==> config.mk <==
export PLATFORM = sky130hd
export DESIGN_NAME = lut_sweep
export DESIGN_NICKNAME = d
export VERILOG_FILES = /design/src/rtl/lut_sweep_pkg.sv /design/src/rtl/lut_sweep_hold_timer.sv /design/src/rtl/lut_sweep.sv
export SDC_FILE = /design/constraint.sdc
export NUM_CORES = 1
export LEC_CHECK = 0
export CAP_MARGIN = 25
export CORE_ASPECT_RATIO = 1.75
export CORE_UTILIZATION = 25
export CTS_BUF_LIST = sky130_fd_sc_hd__clkbuf_8
export DETAILED_ROUTE_END_ITERATION = 10
export PLACE_DENSITY_LB_ADDON = 0.08
export SLEW_MARGIN = 30
export SYNTH_ARGS = -nofsm -noshare
export SYNTH_HDL_FRONTEND = slang
export SYNTH_SLANG_ARGS = --single-unit
==> constraint.sdc <==
create_clock -name clk -period 4.2 [get_ports clk]
set_input_delay 0.63 -clock clk [delete_from_list [all_inputs] [get_ports clk]]
set_output_delay 0.63 -clock clk [all_outputs]
set_load 0.05 [all_outputs]
==> src/rtl/lut_sweep_pkg.sv <==
// Shared types and default sizing for the truth-table sweep block.
package lut_sweep_pkg;

    typedef enum logic [1:0] {
        IDLE = 2'd0,
        RUN  = 2'd1,
        DONE = 2'd2
    } state_t;

    localparam int N_IN_DEF = 4;
    localparam int HOLD_DEF = 1;

endpackage

==> src/rtl/lut_sweep_hold_timer.sv <==
// Down-counter that marks the last of HOLD cycles after each load.
module hold_timer #(
    parameter int HOLD = 1
) (
    input  logic clk,
    input  logic rst,
    input  logic load,
    output logic last
);

    localparam logic [7:0] RELOAD = 8'(HOLD - 1);

    logic [7:0] cnt;

    always_ff @(posedge clk) begin
        if (rst) begin
            cnt <= 8'd0;
        end else if (load) begin
            cnt <= RELOAD;
        end else if (cnt != 8'd0) begin
            cnt <= cnt - 8'd1;
        end
    end

    // Counter parks at zero, so last stays asserted until the next load.
    assign last = (cnt == 8'd0);

endmodule

==> src/rtl/lut_sweep.sv <==
// Applies every input vector to a loadable truth table, recording each output and the count of ones.
module lut_sweep
    import lut_sweep_pkg::*;
#(
    parameter int N_IN = N_IN_DEF,
    parameter int HOLD = HOLD_DEF
) (
    input  logic                 clk,
    input  logic                 rst,
    input  logic                 start,
    input  logic                 tt_load,
    input  logic [2**N_IN-1:0]   tt_data,
    input  logic [N_IN-1:0]      man_in,
    output logic [N_IN-1:0]      vec_out,
    output logic                 y_out,
    output logic                 busy,
    output logic                 done,
    output logic [N_IN:0]        ones_cnt,
    output logic [2**N_IN-1:0]   sig
);

    localparam int NV = 2**N_IN;

    state_t          state;
    logic [NV-1:0]   table_q;
    logic [NV-1:0]   table_eff;
    logic [N_IN-1:0] vec_nxt;
    logic            last;
    logic            last_vec;
    logic            tmr_load;

    // A load on the same edge as start must already feed vector 0.
    assign table_eff = tt_load ? tt_data : table_q;
    assign vec_nxt   = vec_out + N_IN'(1);
    assign last_vec  = &vec_out;
    assign tmr_load  = (state == RUN) ? (last && !last_vec) : start;

    hold_timer #(.HOLD(HOLD)) u_hold_timer (
        .clk  (clk),
        .rst  (rst),
        .load (tmr_load),
        .last (last)
    );

    always_ff @(posedge clk) begin
        if (rst) begin
            state    <= IDLE;
            table_q  <= '0;
            vec_out  <= '0;
            y_out    <= 1'b0;
            busy     <= 1'b0;
            done     <= 1'b0;
            ones_cnt <= '0;
            sig      <= '0;
        end else begin
            case (state)
                IDLE, DONE: begin
                    if (tt_load) begin
                        table_q <= tt_data;
                    end
                    if (start) begin
                        state    <= RUN;
                        busy     <= 1'b1;
                        done     <= 1'b0;
                        ones_cnt <= '0;
                        sig      <= '0;
                        vec_out  <= '0;
                        y_out    <= table_eff[0];
                    end else begin
                        vec_out  <= man_in;
                        y_out    <= table_eff[man_in];
                    end
                end
                RUN: begin
                    if (last) begin
                        sig[vec_out] <= y_out;
                        ones_cnt     <= ones_cnt + {{N_IN{1'b0}}, y_out};
                        if (last_vec) begin
                            state   <= DONE;
                            busy    <= 1'b0;
                            done    <= 1'b1;
                            vec_out <= man_in;
                            y_out   <= table_q[man_in];
                        end else begin
                            vec_out <= vec_nxt;
                            y_out   <= table_q[vec_nxt];
                        end
                    end
                end
                default: begin
                    state <= IDLE;
                    busy  <= 1'b0;
                    done  <= 1'b0;
                end
            endcase
        end
    end

endmodule

==> flow_summary.toml, run 1 <==
[power_and_ir_drop]
power.density_nw_per_um2 = 304.4
clockPowerShare_pct = 33.9
seq_power_share_pct = 47.6
pwr-share-comb_pct = 18.5
power.internal_mw = 0.7914
ir_worst_vdd_uv = 131.3
leakage_nw = 1.292
p_sw_share_pct = 29.01
power.switching_mw = 0.3234

[synth]
synth_cell_types = 48
syn_area_um2 = 2950
synth_cells = 361
synth-edff-count = 0
yosysWarnings = 0
synth-main-ff-cell = "dfxtp_1"
async_flop_share_pct = 0
synth_nets = 392
syn_avg_cell_area_um2 = 8.173
ys_seq_elements = 52
yosysSeqAreaShare_pct = 35.28

[sta]
setup_tns_ns = 0
finalCritPeriodShare_pct = 61.70
fin_skew_ns = 0.01165
min_period_ns = 2.591
layout_setup_ws_ns = 1.609
slew_viol_final = 0
slew-limit-headroom_pct = 39.54
final-hold-violation-count = 0
setup_violations = 0
fmax_ghz = 0.3859
worst-slew-pin-transition_ns = 0.9040
rsz0062_at_grt = "no"

[drt]
routed_wl_um = 8846
drc = 4
viasPerCell = 5.034
dr.pass1.iters = 7
num_vias = 2673
drt_iter0_drc = 133
final_antenna_net_count = 0
avgRoutedWirePerCell_um = 16.66

[global_route]
grt_max_degree = 27
antenna_found_initial = 0
grt_util_all_layers_pct = 14.93
overflow = 0
grt_pass1_wl_um = 14410
grt_pass1_vias = 2680

[layout]
multiInputGateArea_um2 = 1775
fin_nets = 426
synthToLayoutAreaGrowth_pct = 24.13
n_antenna_cell = 0
register_area_um2 = 1041
fill_cells = 1249
drive_gt1_share_pct = 9.596

[cts]
cts_resized = 0
post_cts_buffers = 0
htreeDepth = 2
clk_path_buf_depth = 2
clk_pin_slew_worst_paths_ns = 0.10
insertion_delay_ns = 0.31
hold_buffers = 0
cts-root-buf = "clkbuf_8"
cts_buffers = 5
cts_tree = "built"
clkSinkCount = 52

[floorplan]
fp.coreArea_um2 = 11520
pin_count = 52
dieHeight_um = 145.7
die_area_um2 = 12260
die_x_um = 84.12
num_rows = 52
initial_core_util_pct = 25.62

[hold_path]
min_to = "sig[0]"
worstHoldStart = "sig[0]"
holdPathStages = 2
hp-class = "reg2reg"

[worst_setup_path]
timing.critical_path.fanout_max = 20
r2r-start = "vec_out[0]"
endpoint_kind = "flop"
rr_worst_depth = 7
arrival_ns = 2.79
rrSetupSlack_ns = 1.61
critPathLaunchType = "primary input"
rr_endpoint = "y_out"
path_class = "in2reg"
cp_data_required_time_ns = 4.40

[placement]
pre_cts_slack_ns = 1.259
dp_hpwl_um = 6786
gp_congestion = 0.7595
io_buffers = 51

[outcome]
status = "complete, but fails checks"
violations = "design-rule violations"

[run]
max_cap_viol_count = 0
[critical path, stage by stage]
cell	delay, ns
clkdlybuf4s50_1	1.06
mux2_2	0.41
a2bb2oi_1	0.13
a41o_1	0.24
nor4_1	0.20
o32ai_1	0.11
[how the worst max path moves through the flow]
stage	startpoint	endpoint	cells past startpoint
6_report	tt_load	y_out	6
4_1_cts	vec_out[0]	y_out	7
2_1_floorplan	vec_out[0]	y_out	9
3_3_place_gp	tt_load	y_out	6
5_1_grt	tt_load	y_out	6
3_5_place_dp	tt_load	y_out	6
[cells in the mapped netlist (7+ instances only)]
cell type	instances	area share (%)
nor3_1	9	1.5
nand3_1	11	1.9
ha_1	7	3.0
mux2i_1	7	2.4
dfxtp_1	52	35
mux2_2	10	3.8
nand2_1	58	7.4
clkbuf_1	21	2.7
a21oi_1	52	8.8
o21ai_0	17	2.9
nor2b_1	10	2.1
nor2_1	23	2.9
mux4_2	8	6.1
[sequential cells by signal (all words and copies together) (netlist names)]
signal,flops
sig,16
table_q,16
u_hold_timer.cnt,8
ones_cnt,5
vec_out,4
done,1
state,1
y_out,1
[layer usage]
metal | share of wire (%) | global-route usage (%) | wire length [um] | vias to the layer above
met2 | 57 | 29.51 | 5050 | 48
met5 | 0 | 0 | 0 | -
li1 | - | - | - | 1346
met4 | 2.5 | 6.121 | 218 | 0
met3 | 2.3 | 1.929 | 207 | 12
met1 | 38 | 15.36 | 3369 | 1267
[cell families after synthesis]
logic type | share of synthesized area [%]
flops | 35.28
buf+inv | 4.538
fa+ha+maj | 2.968
compound gates | 19.51
simple gates | 22.43
xor+xnor | 2.968
mux | 12.30
[layout make-up]
| type | instances | area share, % |
|---|---|---|
| clock buffer | 6 | 2.255 |
| multi-input combinational | 276 | 48.48 |
| sequential | 52 | 28.43 |
| tap | 135 | 4.612 |
| clock inverter | 2 | 1.059 |
| timing repair buffer | 54 | 14.55 |
| inverter | 6 | 0.6150 |
[power groups by stage]
| stage | registers [mW] | logic (mW) | clock network, mW |
|---|---|---|---|
| detailed placement | 0.543 | 0.209 | 0 |
| finish | 0.531 | 0.206 | 0.377 |
| floorplan | 0.547 | 0.126 | 0 |
| global placement | 0.543 | 0.209 | 0 |
| CTS | 0.532 | 0.210 | 0.394 |
| global route | 0.535 | 0.225 | 0.412 |
[cell usage in the layout (no fill, tap or decap), drive strengths merged, types with 4 or more instances in the layout]
cell           count
o21ai             19
xnor2              4
and3               5
nor2b             10
nand4              5
ha                 7
nand3             11
nand2b             5
xor2               6
mux2i              7
mux2              10
a21oi             52
inv                6
a211oi             6
nor2              24
clkdlybuf4s50     51
clkbuf             6
nand2             58
nor3               9
mux4               8
dfxtp             52
[per-stage QoR]
stage                     area (um^2)  std cells  power [mW]  utilization, %  hold WS [ns]
final                            3662        531       1.115           31.80        0.4778
after global routing             3662        531       1.171           31.80        0.4935
after CTS                        3662        531       1.135           31.80        0.4771
after detailed placement         3541        523      0.7524           30.75        0.4601
after global placement           3541        523      0.7524           30.75        0.4628
after floorplan                  2950        361      0.6731               -        0.4514
(Power assumes the default switching activity.)
==> run 2: changes to the inputs <==
==> constraint.sdc (replaced) <==
create_clock -name clk -period 2.08 [get_ports clk]
set_input_delay 0.312 -clock clk [delete_from_list [all_inputs] [get_ports clk]]
set_output_delay 0.312 -clock clk [all_outputs]
set_load 0.05 [all_outputs]
==> flow_summary.toml, run 2 (synthesis results as in run 1) <==
[global_route]
grt_max_degree = 25
overflow = 0
grt_util_all_layers_pct = 15.50
antenna_found_initial = 0
grt_pass1_vias = 2772
grt_pass1_wl_um = 14750

[worst_setup_path]
cp_data_required_time_ns = 2.27
crit_path_end = "y_out"
r2r-start = "vec_out[0]"
crit_start = "vec_out[0]"
endpoint_kind = "flop"
path_class = "reg2reg"
arrival_ns = 2.14
timing.critical_path.fanout_max = 5
rr_endpoint = "y_out"
critPathLaunchType = "flop"
rr_worst_depth = 7
rrSetupSlack_ns = 0.13

[cts]
cts_buffers = 5
clk_path_buf_depth = 2
htreeDepth = 2
cts-root-buf = "clkbuf_8"
clkSinkCount = 52
clk_pin_slew_worst_paths_ns = 0.10
cts_tree = "built"
insertion_delay_ns = 0.31

[power_and_ir_drop]
leakage_nw = 1.509
power.density_nw_per_um2 = 580.2
ir_worst_vdd_uv = 296.6

[placement]
io_buffers = 51
gp_congestion = 0.8456
dp_hpwl_um = 7309
place_inst = 564

[drt]
viasPerCell = 4.986
avgRoutedWirePerCell_um = 16.10
final_antenna_net_count = 0
routed_wl_um = 9212
dr.pass1.iters = 7
drt_iter0_drc = 145
num_vias = 2852
drc = 6

[layout]
final_cell_mix = "58 x nand2_1, 51 x a21oi_1, 50 x dfxtp_1"
final_cells = 572
reg.largest.list = "sig x16, table_q x16, u_hold_timer.cnt x8"
drive_gt1_share_pct = 21.05
synthToLayoutAreaGrowth_pct = 36.22
layout_commonest_cell = "nand2_1"
fin_nets = 467
n_antenna_cell = 0

[sta]
final-hold-violation-count = 0
setup_violations = 0
fmax_ghz = 0.5137
slew_viol_final = 0
setup_tns_ns = 0
min_period_ns = 1.947
finalCritPeriodShare_pct = 93.59
fin_skew_ns = 0.007396
slew-limit-headroom_pct = 58.06
rsz0062_at_grt = "no"
worst-slew-pin-transition_ns = 0.6291

[floorplan]
fp.coreArea_um2 = 11520
pin_count = 52
initial_core_util_pct = 25.62
dieHeight_um = 145.7
die_area_um2 = 12260
die_x_um = 84.12
num_rows = 52

[outcome]
violations = "design-rule violations"
status = "complete, but fails checks"

[hold_path]
hp-class = "reg2reg"

[run]
max_cap_viol_count = 0
## run 2: worst min-delay path by stage
stage / start / endpoint / slack (ns) / cells after the start
after floorplan: tt_data[6] / table_q[6] / 0.45 / 2
after global placement: sig[2] / sig[2] / 0.46 / 2
after detailed placement: sig[0] / sig[0] / 0.46 / 2
after CTS: sig[0] / sig[0] / 0.48 / 2
after global routing: sig[0] / sig[0] / 0.49 / 2
final: sig[9] / sig[9] / 0.48 / 2
## run 2: power by group
part           total, mW  switching [mW]  internal, mW
registers           1.06          0.0381          1.02
logic              0.490           0.262         0.228
clock network      0.779           0.354         0.425
## run 2: stage by stage
stage | power [mW] | cell area, um^2 | hold WS [ns] | worst slack, ns | util (%)
after floorplan | 1.371 | 2989 | 0.4480 | -0.03009 | -
after global placement | 1.580 | 3871 | 0.4613 | -0.05283 | 33.62
after detailed placement | 1.581 | 3871 | 0.4601 | -0.05236 | 33.62
after CTS | 2.379 | 4000 | 0.4776 | 0.09372 | 34.73
after global routing | 2.449 | 4019 | 0.4893 | 0.009332 | 34.90
final | 2.332 | 4019 | 0.4753 | 0.1332 | 34.90
## run 2: final cells by class
type,instances,area [um^2]
tap,135,168.9
clock buffer,7,96.34
fill,1227,7497
sequential,52,1046
multi-input combinational,276,1814
inverter,6,22.52
clock inverter,1,30.03
timing repair buffer,95,840.8
## run 2: worst max-delay path: stages (launching register included)
cell and delay (ns):
dfxtp_4 0.38, inv_2 0.05, ha_4 0.32, mux4_2 0.52, mux2i_1 0.16, mux2_2 0.16
and3_1 0.16, o32ai_1 0.07
## run 2: timing repair
item                       in CTS  in global routing
setup buffers                   0                  0
hold buffers                    0                  0
pin swaps                       1                  1
gates resized for setup         1                  4
setup endpoints to repair       6                  7
## run 2: routing by layer
layer  vias to the layer above  GRT usage (%)  part of all wire (%)
li1                       1427              -                     -
met3                        16          2.099                   2.1
met5                         -              0                     0
met4                         0          6.207                   2.8
met1                      1359          15.28                    38
met2                        50          31.39                    58
==> run 3: changes to the inputs <==
--- a/config.mk
+++ b/config.mk
@@ -10,7 +10,7 @@
 export CORE_UTILIZATION = 25
 export CTS_BUF_LIST = sky130_fd_sc_hd__clkbuf_8
 export DETAILED_ROUTE_END_ITERATION = 10
-export PLACE_DENSITY_LB_ADDON = 0.08
+export PLACE_DENSITY = 0.46
 export SLEW_MARGIN = 30
 export SYNTH_ARGS = -nofsm -noshare
 export SYNTH_HDL_FRONTEND = slang
==> constraint.sdc (replaced) <==
create_clock -name clk -period 2.4 [get_ports clk]
set_input_delay 0.36 -clock clk [delete_from_list [all_inputs] [get_ports clk]]
set_output_delay 0.36 -clock clk [all_outputs]
set_load 0.05 [all_outputs]
==> flow_summary.toml, run 3 (synthesis results as in run 1) <==
[layout]
design_area_um2 = 3805
register_area_um2 = 1042
final_util_pct = 33.04
synthToLayoutAreaGrowth_pct = 28.97
final_cell_mix = "58 x nand2_1, 52 x a21oi_1, 51 x dfxtp_1, 51 x clkdlybuf4s50_1, 23 x nor2_1"
fin_nets = 446
drive_gt1_share_pct = 14.66
layout_commonest_cell = "nand2_1"
final_cells = 551
fill_cells = 1227
reg.largest.list = "sig x16, table_q x16, u_hold_timer.cnt x8"
multiInputGateArea_um2 = 1783
n_antenna_cell = 0

[placement]
place_inst = 542
dp_hpwl_um = 6888
gp_congestion = 0.8041
pre_cts_slack_ns = 0.1399
io_buffers = 51
dpl_cell_area_um2 = 3697

[cts]
clk_path_buf_depth = 2
cts_tree = "built"
clk_pin_slew_worst_paths_ns = 0.10
htreeDepth = 2
cts-root-buf = "clkbuf_8"
clkSinkCount = 52
cts_buffers = 5
hold_buffers = 0
insertion_delay_ns = 0.31

[drt]
dr.pass1.iters = 7
num_vias = 2776
drt_iter0_drc = 117
avgRoutedWirePerCell_um = 16.09
routed_wl_um = 8864
final_antenna_net_count = 0
drc = 6
viasPerCell = 5.038

[worst_setup_path]
arrival_ns = 1.88
endpoint_kind = "output pin"
slowest_delay_ns = 0.91
critPathLaunchType = "flop"
path_buf_inv = 1
timing.critical_path.fanout_max = 15
rr_worst_depth = 8
crit_chain = "clkdlybuf4s50_1"
cp_num_cells = 1
path_class = "reg2out"
cp_top_family = "buffers and inverters"
slowest_stage = "clkdlybuf4s50_1"
cp_data_required_time_ns = 2.04

[global_route]
grt_max_degree = 25
grt_pass1_wl_um = 14100
grt_pass1_vias = 2757
antenna_found_initial = 0
overflow = 0
grt_util_all_layers_pct = 14.69

[sta]
setup_tns_ns = 0
fin_skew_ns = 0.01142
fmax_ghz = 0.4471
min_period_ns = 2.237
layout_setup_ws_ns = 0.1633
final-hold-violation-count = 0
rsz0062_at_grt = "no"
hold_slack_ns = 0.4846
slew_viol_final = 0
worst-slew-pin-transition_ns = 0.6713
setup_violations = 0
finalCritPeriodShare_pct = 93.20
slew-limit-headroom_pct = 55.24

[run]
max_cap_viol_count = 0

[floorplan]
fp.coreArea_um2 = 11520
dieHeight_um = 145.7
num_rows = 52
initial_core_util_pct = 25.62
die_x_um = 84.12
pin_count = 52
die_area_um2 = 12260

[outcome]
status = "complete, but fails checks"
violations = "design-rule violations"

[power_and_ir_drop]
ir_worst_vdd_uv = 234.4
leakage_nw = 1.385
power.density_nw_per_um2 = 485.4
p_total_mw = 1.847

[hold_path]
hp-class = "reg2reg"
holdPathStages = 2
==> run 3: power by group <==
group / leakage [nW] / internal [mW] / switching (mW) / total, mW
clock network: 0.0510 / 0.231 / 0.299 / 0.531
logic: 0.911 / 0.176 / 0.219 / 0.395
registers: 0.423 / 0.888 / 0.0335 / 0.921
total: 1.39 / 1.30 / 0.552 / 1.85
==> run 3: final timing paths <==
path | end | from | slack, ns
worst max register to register | vec_out[3] | u_hold_timer.cnt[0] | 0.19
worst min register to register | sig[1] | sig[1] | 0.48
worst max-delay path | vec_out[2] | vec_out[2] | 0.16
worst min-delay path | sig[1] | sig[1] | 0.48
==> run 3: layer usage <==
metal	share of wire, %	up-vias	track usage (%)
li1	-	1385	-
met1	37	1325	14.50
met2	58	52	29.30
met3	2.6	14	2.155
met4	2.6	0	6.552
met5	0	-	0
==> run 3: tightest hold or removal path: cells and delay by family (launching register included) <==
kind | cells | cell delay (ns)
DFF | 1 | 0.33
and+or+nand+nor | 1 | 0.06
AOI/OAI and AO/OA | 1 | 0.05
==> run 3: what timing repair did <==
action,in CTS,in global routing
setup endpoints to repair,0,2
buffers inserted,0,1
gates resized for setup,0,2
==> run 3: final cells by class <==
| type | instances | share of cell area [%] |
|---|---|---|
| Multi-Input combinational cell | 276 | 46.86 |
| Sequential cell | 52 | 27.39 |
| Timing Repair Buffer | 74 | 18.28 |
| Tap cell | 135 | 4.439 |
| Clock buffer | 6 | 2.170 |
| Inverter | 6 | 0.5919 |
| Clock inverter | 2 | 0.2631 |
